--- src/rtl/alu_issue_stage.sv ---
// Two-stage valid/ready issue front end for the combinational ALU: decodes RV32I OP/OP-IMM/LUI/AUIPC
// into an ALU op and operand pair, then captures the ALU result for writeback.
module alu_issue_stage #(
  parameter int unsigned XLEN = 32
) (
  input  logic            clk,
  input  logic            rst,
  input  logic            in_valid,
  output logic            in_ready,
  input  logic [31:0]     in_instr,
  input  logic [XLEN-1:0] in_pc,
  input  logic [XLEN-1:0] in_rs1,
  input  logic [XLEN-1:0] in_rs2,
  output logic [XLEN-1:0] alu_a,
  output logic [XLEN-1:0] alu_b,
  output logic [3:0]      alu_op,
  input  logic [XLEN-1:0] alu_s,
  output logic            out_valid,
  input  logic            out_ready,
  output logic [4:0]      out_rd,
  output logic [XLEN-1:0] out_result,
  output logic            out_illegal
);

  localparam logic [6:0] OpcOp    = 7'b0110011;
  localparam logic [6:0] OpcOpImm = 7'b0010011;
  localparam logic [6:0] OpcLui   = 7'b0110111;
  localparam logic [6:0] OpcAuipc = 7'b0010111;

  logic [6:0]      w_opcode;
  logic [2:0]      w_f3;
  logic [6:0]      w_f7;
  logic [XLEN-1:0] w_imm_i;
  logic [XLEN-1:0] w_imm_u;
  logic [XLEN-1:0] w_a;
  logic [XLEN-1:0] w_b;
  logic [3:0]      w_op;
  logic [4:0]      w_rd;
  logic            w_illegal;
  logic            w_accept;
  logic            w_s2_load;

  logic [XLEN-1:0] r_alu_a;
  logic [XLEN-1:0] r_alu_b;
  logic [3:0]      r_alu_op;
  logic [4:0]      r_s1_rd;
  logic            r_s1_illegal;
  logic            r_s1_valid;
  logic            r_out_valid;
  logic [4:0]      r_out_rd;
  logic [XLEN-1:0] r_out_result;
  logic            r_out_illegal;

  assign w_opcode = in_instr[6:0];
  assign w_f3     = in_instr[14:12];
  assign w_f7     = in_instr[31:25];
  assign w_imm_i  = {{20{in_instr[31]}}, in_instr[31:20]};
  assign w_imm_u  = {in_instr[31:12], 12'b0};

  // Illegal encodings fall through with zero operands so the ALU result is zero.
  always_comb begin
    w_a       = '0;
    w_b       = '0;
    w_op      = 4'b0000;
    w_rd      = 5'd0;
    w_illegal = 1'b1;
    case (w_opcode)
      OpcOp: begin
        if (w_f7 == 7'b0000000 ||
            (w_f7 == 7'b0100000 && (w_f3 == 3'b000 || w_f3 == 3'b101))) begin
          w_a       = in_rs1;
          w_b       = in_rs2;
          w_op      = {in_instr[30], w_f3};
          w_rd      = in_instr[11:7];
          w_illegal = 1'b0;
        end
      end
      OpcOpImm: begin
        if ((w_f3 != 3'b001 && w_f3 != 3'b101) ||
            (w_f3 == 3'b001 && w_f7 == 7'b0000000) ||
            (w_f3 == 3'b101 && (w_f7 == 7'b0000000 || w_f7 == 7'b0100000))) begin
          w_a       = in_rs1;
          w_b       = w_imm_i;
          w_op      = {(w_f3 == 3'b101) ? in_instr[30] : 1'b0, w_f3};
          w_rd      = in_instr[11:7];
          w_illegal = 1'b0;
        end
      end
      OpcLui: begin
        w_b       = w_imm_u;
        w_rd      = in_instr[11:7];
        w_illegal = 1'b0;
      end
      OpcAuipc: begin
        w_a       = in_pc;
        w_b       = w_imm_u;
        w_rd      = in_instr[11:7];
        w_illegal = 1'b0;
      end
      default: ;
    endcase
  end

  assign in_ready  = !r_s1_valid || !r_out_valid || out_ready;
  assign w_accept  = in_valid && in_ready;
  assign w_s2_load = r_s1_valid && (!r_out_valid || out_ready);

  always_ff @(posedge clk) begin
    if (rst) begin
      r_alu_a       <= '0;
      r_alu_b       <= '0;
      r_alu_op      <= 4'b0000;
      r_s1_rd       <= 5'd0;
      r_s1_illegal  <= 1'b0;
      r_s1_valid    <= 1'b0;
      r_out_valid   <= 1'b0;
      r_out_rd      <= 5'd0;
      r_out_result  <= '0;
      r_out_illegal <= 1'b0;
    end else begin
      if (w_accept) begin
        r_alu_a      <= w_a;
        r_alu_b      <= w_b;
        r_alu_op     <= w_op;
        r_s1_rd      <= w_rd;
        r_s1_illegal <= w_illegal;
        r_s1_valid   <= 1'b1;
      end else if (w_s2_load) begin
        r_s1_valid <= 1'b0;
      end
      if (w_s2_load) begin
        r_out_valid   <= 1'b1;
        r_out_rd      <= r_s1_rd;
        r_out_result  <= alu_s;
        r_out_illegal <= r_s1_illegal;
      end else if (r_out_valid && out_ready) begin
        r_out_valid <= 1'b0;
      end
    end
  end

  assign alu_a       = r_alu_a;
  assign alu_b       = r_alu_b;
  assign alu_op      = r_alu_op;
  assign out_valid   = r_out_valid;
  assign out_rd      = r_out_rd;
  assign out_result  = r_out_result;
  assign out_illegal = r_out_illegal;

endmodule

--- config.mk ---
export PLATFORM = sky130hd
export DESIGN_NAME = alu_issue_stage
export DESIGN_NICKNAME = d
export VERILOG_FILES = /design/src/rtl/alu_issue_stage.sv
export SDC_FILE = /design/constraint.sdc
export NUM_CORES = 1
export LEC_CHECK = 0
export CAP_MARGIN = 10
export CORE_MARGIN = 2
export CORE_UTILIZATION = 39
export DETAILED_ROUTE_END_ITERATION = 8
export GPL_ROUTABILITY_DRIVEN = 0
export GPL_TIMING_DRIVEN = 0
export PLACE_DENSITY_LB_ADDON = 0.05
export SYNTH_ARGS = -nofsm -noshare
export SYNTH_HDL_FRONTEND = slang
export SYNTH_SLANG_ARGS = --single-unit
--- constraint.sdc ---
create_clock -name clk -period 2.05 [get_ports clk]
set_input_delay 0.615 -clock clk [delete_from_list [all_inputs] [get_ports clk]]
set_output_delay 0.615 -clock clk [all_outputs]
set_load 0.005 [all_outputs]
Word-level counts from Yosys, hierarchy flattened
Index checks and enable logic that the tools add are counted.

Equal/unequal tests: 9. Multiplexer cells: 20. Reductions and logical operators: 22.

Operators with widths (number): one-hot mux 32 bit (3 select lines) (2); two-way mux 32 bit (4); equality test 7 x 6 -> 1 bit (second input constant) (3); one-hot mux 5 bit (3 select lines) (1); equality test 7 x 5 -> 1 bit (second input constant) (2); two-way mux 5 bit (2); logical OR 1 bit (8); two-way mux 4 bit (2); one-hot mux 4 bit (2 select lines) (1); logical AND 1 bit (7); logical NOT 7 bit (1); two-way mux 1 bit (7); nonzero test 2 bit (2); equality test 3 x 1 -> 1 bit (second input constant) (1); equality test 3 bit (second input constant) (1); logical NOT 3 bit (1); != test 3 x 1 -> 1 bit (second input constant) (1); != test 3 bit (second input constant) (1); one-hot mux 1 bit (3 select lines) (1); logical NOT 1 bit (2); OR reduction 2 bit (1).

Register bits after elaboration: 114. Output and inout port bits: 108.

Longest topological paths before layout
Gate-level depths: netlist of run 1.

Word-level depth: 6. Gate-level depth with buffers: 7. Depth with buffers taken out: 5.

Worst setup path after synthesis of run 1
OpenSTA, ideal clock, no wires.

Kind: input to register. Start: input in_instr[25]. End: register r_alu_b[20] (netlist: alu_b[20]). Library setup time: 86 ps. Data arrival time: 1835 ps. Data required time: 1964 ps. Path slack: 129 ps. Stages: 6. Path buffers: 1. Cell sequence: nor4_4 > nand3_2 > nor4_4 > buf_6 > nand2_1 > a211oi_1.

Cells in the longest elaborated chain, start to end: 6. Elaborated cells between the ends (all ways): 12.

Ends and longest elaborated chain: start, declared (RTL line 10) `input logic [31:0] in_instr,`; equality test 7 x 6 -> 1 bit / logical NOT 7 bit (equally long branches); logical OR 1 bit / logical AND 1 bit (equally long branches) (RTL line 81, 80); logical AND 1 bit / logical OR 1 bit (equally long branches) (RTL line 81, 79); logical OR 1 bit (RTL line 80) `(w_f3 == 3'b001 && w_f7 == 7'b0000000) ||`; two-way mux 32 bit (RTL line 79) `if ((w_f3 != 3'b001 && w_f3 != 3'b101) ||`; one-hot mux 32 bit (3 select lines) (*) (RTL line 67) `case (w_opcode)`; end signal, assigned (RTL line 123) `r_alu_b <= w_b;`; end, declared (RTL line 44) `logic [XLEN-1:0] r_alu_b;`.

Every way passes the cells marked *; elsewhere a longest branch is shown, timed or not. A chain may end at the register's enable or synchronous reset.

Worst setup path after layout of run 1
Start: input in_instr[25]. End: register r_alu_b[10] (netlist: alu_b[10]).

Same word-level chain as after synthesis.

==> results of run 1 <==
-- area by class of cell --
class	count	area share, %
multi-input cells	432	28.4
flip-flops and latches	114	25.3
repair buffers	297	33.0
clock buffers	23	5.41
plain buffers	53	3.85
diodes	5	0.139
well taps	172	2.39
inverters	3	0.125
clock inverters	9	1.42
-- registers in the layout, summed over array words and instances, names as in the netlist --
signal / flops
alu_a: 32
alu_b: 32
alu_op: 4
out_illegal: 1
out_rd: 5
out_result: 32
out_valid: 1
r_s1_illegal: 1
r_s1_rd: 5
r_s1_valid: 1
-- cell usage in the layout, fill, tap and decap left out, drive strengths merged, types with 3 or more instances in the layout --
| cell | n |
|---|---|
| a211oi | 19 |
| a21o | 33 |
| a21oi | 110 |
| a221oi | 19 |
| a222oi | 9 |
| and3 | 3 |
| buf | 47 |
| bufinv | 3 |
| clkbuf | 58 |
| clkdlybuf4s50 | 252 |
| clkinv | 3 |
| clkinvlp | 3 |
| dfxtp | 114 |
| diode | 5 |
| dlygate4sd2 | 6 |
| dlymetal6s2s | 10 |
| inv | 3 |
| nand2 | 142 |
| nand2b | 4 |
| nand3 | 38 |
| nor2 | 7 |
| nor3 | 12 |
| nor4 | 4 |
| o211ai | 6 |
| o21ai | 3 |
-- worst min-delay path by stage --
stage	to	slack, ps	start	cells after the start
6_report	out_rd[1]$_SDFFE_PP0P_	450	out_rd[1]$_SDFFE_PP0P_	2
4_1_cts	alu_b[10]$_SDFFE_PP0P_	450	alu_b[10]$_SDFFE_PP0P_	2
3_3_place_gp	out_rd[4]$_SDFFE_PP0P_	440	r_s1_rd[4]$_SDFFE_PP0P_	2
2_1_floorplan	out_rd[0]$_SDFFE_PP0P_	430	r_s1_rd[0]$_SDFFE_PP0P_	2
5_1_grt	out_result[22]$_SDFFE_PP0P_	470	out_result[22]$_SDFFE_PP0P_	2
3_5_place_dp	out_rd[4]$_SDFFE_PP0P_	450	r_s1_rd[4]$_SDFFE_PP0P_	2
-- critical path: cells and delay by family --
kind | cells | cell delay, ps
simple gates | 3 | 840
buf+inv | 3 | 580
compound gates | 2 | 290
-- routing by layer --
layer	vias to the layer above	global-route usage [%]
li1	2802	-
met2	311	46.2
met4	0	12.0
met5	-	0
met1	2741	30.7
met3	47	9.76
-- timing repair --
| action | 4_1_cts | 5_1_grt |
|---|---|---|
| resized for setup | 51 | 58 |
| setup endpoints to repair | 76 | 93 |
| gates cloned | 0 | 4 |
| setup buffers | 12 | 12 |
| hold buffers | 0 | 0 |
| pin swaps | 6 | 16 |
-- where the power goes --
part	leakage (nW)	internal [W]	switching (W)
Sequential	0.923	0.00226	0.0000193
Clock	0.295	0.00203	0.00103
Combinational	2.25	0.000402	0.000285
-- per-stage QoR --
| stage | area [um2] | cells |
|---|---|---|
| 6_report | 9010 | 1108 |
| 5_1_grt | 9010 | 1108 |
| 4_1_cts | 8670 | 1088 |
| 3_5_place_dp | 7850 | 1046 |
| 3_3_place_gp | 7850 | 1046 |
| 2_1_floorplan | 4940 | 605 |
-- kinds of logic after synthesis --
group                  Yosys count
flip-flops                     114
buffers and inverters           59
XOR/XNOR                         1
AO/OA/AOI/OAI                  209
AND/OR/NAND/NOR                222
==> out/metrics.yaml, run 1 <==
outcome: "completed"
synth_common_cells: "nand2_1 (142), dfxtp_1 (114), a21oi_1 (110), nand3_1 (37), clkbuf_1 (34)"
slowest_stage: "nor4_4"
finClkSkew_ps: 4.42
post-route-min-period_ps: 1990
worstMarginPinSlew_ps: 663
clkTransAtPathRegs_ps: 50
grt_use_total_pct: 27.2
ys_ff_latch: 114
max-vdd-ir-drop_uv: 515
cts_tree: "built"
synth_adder_area_share_pct: 0
cp_cell_sequence: "dlygate4sd2_1, nor4_4, nand3_2, buf_4, buf_4, nor4bb_1, o21ai_0, a21oi_1"
place_ws_ps: -1010
timing.hold.ws_ps: 452
drt-total-wl_mm: 19.3
dieHeight_um: 117
critPathLaunch: "in_instr[25]"
synth_compound_area_share_pct: 27.8
core_area_mm2: 0.0125
slew_violations: 0
drc: 0
clk_latency_ps: 410
worstSetupEndpointType: "flip-flop"
multi_input_area_mm2: 0.00256
synth_cells: 605
synth_area_leader_cell: "dfxtp_1"
crit_arrival_ps: 2340
synth_edf_count: 0
area_delta_synth_final_pct: 82.4
fin_crit_sh_pct: 97.2
drt_iter0_drc: 351
power_w: 0.00602
ant_nets: 0
start_util_pct: 39.5
synth-simple-area-share_pct: 20.5
syn_area_mm2: 0.00494
yosys.cell_types.count: 40
relSlewSlack_pct: 55.8
synth_top_family_by_area: "compound AO/OA/AOI/OAI gates"
syn_area_per_cell_um2: 8.17
vias: 5901
setup_tns_ps: 0
grt_max_degree: 17
hold_path_class: "reg2reg"
htreeDepth: 4
cts.sinks: 114
syn_nets: 769
worstRegToRegCells: 9
rrSetupSlack_ps: 340
fillers: 1038
cpMostUsedCell: "buf_4"
fp-row-count: 41
synthTopCellsByArea: "dfxtp_1 (46%), a21oi_1 (11%), nand2_1 (11%), a21o_1 (5.0%), nand3_1 (3.7%)"
setup-violations-final: 0
r2r-end: "alu_a[6]$_SDFFE_PP0P_"
hold_viol: 0
dr_wl_met3_mm: 1.92
numCtsBuffers: 17
cp.required_ps: 2390
drive_gt1_share_pct: 13.9
wl_met2_mm: 9.42
muxShareOfSynthArea_pct: 0
timing.max_cap.violations: 0
grt_antenna_before_repair: 5
die_area_mm2: 0.0136
worstSetupEndpoint: "alu_b[10]$_SDFFE_PP0P_"
nets: 1082
overflow: 0
seq_area_mm2: 0.00228
routed_via_density: 5.33
top_layer: "met4"
fmax_mhz: 502
yosysWarnings: 0
synth.most_common_cell: "nand2_1"
cp-start-kind: "primary input"
r2r_start: "r_s1_valid$_SDFFE_PP0P_"
critPathKind: "in2reg"
synth-main-ff-cell: "dfxtp_1"
path_max_fanout: 3
port_buffers: 269
finalCoreUtilization_pct: 72.0
drt_first_pass_iters: 7
routedWlPerCell_um: 17.4
die_w_um: 117
rsz0062_at_grt: "yes"
clockRootBuffer: "clkbuf_16"
drt-met1-wl_mm: 7.37
pin_count: 272
synth-xor-area-share_pct: 0.177
grt_pass1_wl_mm: 28.4
place_hpwl_mm: 13.7
grt_pass1_vias: 5680
clockBufferDepth: 2
synth_async_sr_flop_share_pct: 0
slowest_delay_ps: 380
p_per_area_mw_per_mm2: 668
yosys.area.top_type_share_pct: 46.2
ys_seq_area_share_pct: 46.2
p_leak_nw: 3.46
timing.final.ws_setup_ps: 56.9
(Power assumes the default switching activity.)
==> run 2, diff against run 1 <==
CTS_CLUSTER_DIAMETER = 50   (was not set)
==> results of run 2 <==
Same layout as run 1: the final DEF is identical, and so are final timing and power.
==> run 3, diff against run 2 <==
ABC_AREA = 1   (was not set)
CORE_UTILIZATION = 40   (was 39)
==> run 3 against run 2 <==
Via count up 13%. Total power up 0.72%. Maximum frequency up 0.34%. Largest cell class unchanged. Worst hold slack better by 9.5 ps. Non-clock buffer count up 7. Synthesized cell count up 34%.
==> out/metrics.yaml, run 3 <==
cp_cell_sequence: "dlygate4sd2_1, inv_1, nand2_2, nor2_4, inv_2, buf_4, buf_4, buf_4, buf_4, buf_4, buf_4, buf_4, buf_4, buf_4, a21oi_2"
ys_ff_latch: 114  # unchanged
cts.sinks: 114  # unchanged
drt_first_pass_iters: 5  # -2
start_util_pct: 40.6  # +1.1 points
syn_nets: 976  # +27%
drive_gt1_share_pct: 13.4  # -0.45 points
crit_arrival_ps: 2330  # about the same
max-vdd-ir-drop_uv: 521  # +1.2%
grt_use_total_pct: 27.6  # +0.38 points
synth.most_common_cell: "nand2_1"
relSlewSlack_pct: 49.4  # -6.4 points
setup_tns_ps: 0  # unchanged
worstMarginPinSlew_ps: 759  # +96.2 ps
mostFrequentLayoutCells: "nand2_1 (291), clkdlybuf4s50_1 (261), nand3_1 (159), dfxtp_1 (114), a21oi_1 (90)"
place_ws_ps: -702  # +304 ps
synth_area_leader_cell: "dfxtp_1"
drt-total-wl_mm: 21.0  # +8.7%
syn_area_mm2: 0.00557  # +13%
yosys.area.top_type_share_pct: 41.0  # -5.2 points
place_hpwl_mm: 15.0  # +8.8%
setup-violations-final: 0  # unchanged
area_delta_synth_final_pct: 70.5
syn_area_per_cell_um2: 6.85  # -16%
vias: 6687  # +13%
dieHeight_um: 122  # +4.6%
timing.final.ws_setup_ps: 63.8  # +6.85 ps
path_max_fanout: 2  # -1
timing.max_cap.violations: 0  # unchanged
place_area_mm2: 0.00849  # +8.2%
die_area_mm2: 0.0149  # +9.5%
holdBufCountCts: 0  # unchanged
grt_pass1_wl_mm: 31.6  # +11%
slowest_stage: "dlygate4sd2_1"
synth_common_cells: "nand2_1 (295), nand3_1 (159), dfxtp_1 (114), a21oi_1 (92), clkbuf_1 (28)"
grt_pass1_vias: 6182  # +8.8%
rsz0062_at_grt: "yes"
grt_antenna_before_repair: 2  # -3
outcome: "completed"
synth_cells: 812  # +34%
cpMostUsedCell: "buf_4"
hold_viol: 0  # unchanged
power_w: 0.00606  # +0.72%
core_area_mm2: 0.0137  # +9.6%
cp.required_ps: 2400  # about the same
drt_iter0_drc: 456  # +30%
routed_via_density: 5.08  # -4.6%
worstSetupEndpointType: "flip-flop"
clockRootBuffer: "clkbuf_16"
overflow: 0  # unchanged
ys_seq_area_share_pct: 41.0  # -5.2 points
clkTransAtPathRegs_ps: 50  # about the same
clockBufferDepth: 2  # unchanged
fmax_mhz: 503  # +0.34%
pin_count: 272  # unchanged
synthTopCellsByArea: "dfxtp_1 (41%), nand2_1 (20%), nand3_1 (14%), a21oi_1 (8.3%), a21oi_2 (3.3%)"
fp-row-count: 43  # +4.9%
finalCoreUtilization_pct: 69.2  # -2.8 points
routedWlPerCell_um: 15.9  # -8.5%
ant_nets: 0  # unchanged
slew_violations: 0  # unchanged
p_per_area_mw_per_mm2: 639  # -4.3%
synth_async_sr_flop_share_pct: 0  # unchanged
die_w_um: 122  # +4.6%
numCtsBuffers: 17  # unchanged
nets: 1287  # +19%
yosysWarnings: 0  # unchanged
final_common_cell: "nand2_1"
fin_crit_sh_pct: 96.9  # -0.33 points
synth-main-ff-cell: "dfxtp_1"
synth_edf_count: 0  # unchanged
p_leak_nw: 3.63  # +4.7%
cp-start-kind: "primary input"
hold_path_class: "reg2reg"
clk_latency_ps: 420  # about the same
post-route-min-period_ps: 1990  # -6.85 ps
htreeDepth: 4  # unchanged
cts_tree: "built"
final_area_mm2: 0.00949  # +5.3%
finClkSkew_ps: 4.23  # -0.192 ps
port_buffers: 270  # +0.37%
critPathKind: "in2reg"
grt_max_degree: 17  # unchanged
yosys.cell_types.count: 25  # -38%
drc: 0  # unchanged
slowest_delay_ps: 230  # -150 ps
[run 3: cell types whose count changed in the layout (fill, tap and decap cells not counted), sizes merged, moves of 13 or more]
cell    previous run  this run
buf               47        61
a21o              33         0
a221oi            19         0
nand3             38       171
a211oi            19         0
clkbuf            58        45
inv                3        22
nand2            142       299
[run 3: layout make-up]
cell class                      instances  area, um2
Fill cell                            1206       4230
Multi-Input combinational cell        611       2940
Timing Repair Buffer                  293       2910
Sequential cell                       114       2280
Clock buffer                           18        439
Buffer                                 64        438
Tap cell                              180        225
Clock inverter                         12        165
Inverter                               22       85.1
Antenna cell                            2       5.00
[run 3: kinds of logic (layout without fill, tap and decap cells)]
| group | Yosys count | in the layout | share of synthesized area (%) |
|---|---|---|---|
| compound gates | 114 | 114 | 11.7 |
| flops | 114 | 114 | 41.0 |
| buf+inv | 87 | 409 | 7.67 |
| other cells | 0 | 2 | 0 |
| simple gates | 497 | 497 | 39.7 |
[run 3: report_power, final]
group	internal, W	switching (W)	total [W]
clock network	0.00203	0.00103	0.00307
logic	0.000408	0.000313	0.000721
registers	0.00226	0.0000193	0.00228
[run 3: critical path, delay by kind of cell]
family | cells | cell delay (ps)
simple gates | 2 | 190
buf+inv | 12 | 1430
compound gates | 1 | 110
[run 3: metrics by stage]
step	hold WS (ps)	cells
after CTS	463	1309
after global routing	476	1315
after global placement	449	1262
final	461	1316
after detailed placement	455	1262
after floorplan	440	812
[run 3: worst paths after layout]
check / start / to / slack [ps] / depth (start not counted)
max: out_ready / r_s1_valid$_SDFFE_PP0P_ / 60 / 15
min: alu_a[28]$_SDFFE_PP0P_ / alu_a[28]$_SDFFE_PP0P_ / 460 / 2
max reg2reg: r_s1_valid$_SDFFE_PP0P_ / r_s1_valid$_SDFFE_PP0P_ / 170 / 13
min reg2reg: alu_a[28]$_SDFFE_PP0P_ / alu_a[28]$_SDFFE_PP0P_ / 460 / 2
[run 3: what timing repair did]
action | in CTS | in global routing
endpoints found under the setup margin | 73 | 69
endpoints found under the hold margin | 0 | 0
resized for setup | 31 | 52
cloned | 0 | 1
setup buffers | 17 | 5
pin swaps | 3 | 10
[run 3: per-layer routing]
layer / wire (um) / global-route usage (%)
met1: 8690 / 33.7
met2: 9750 / 45.4
met3: 1860 / 8.05
met4: 690 / 11.3
met5: 0 / 0
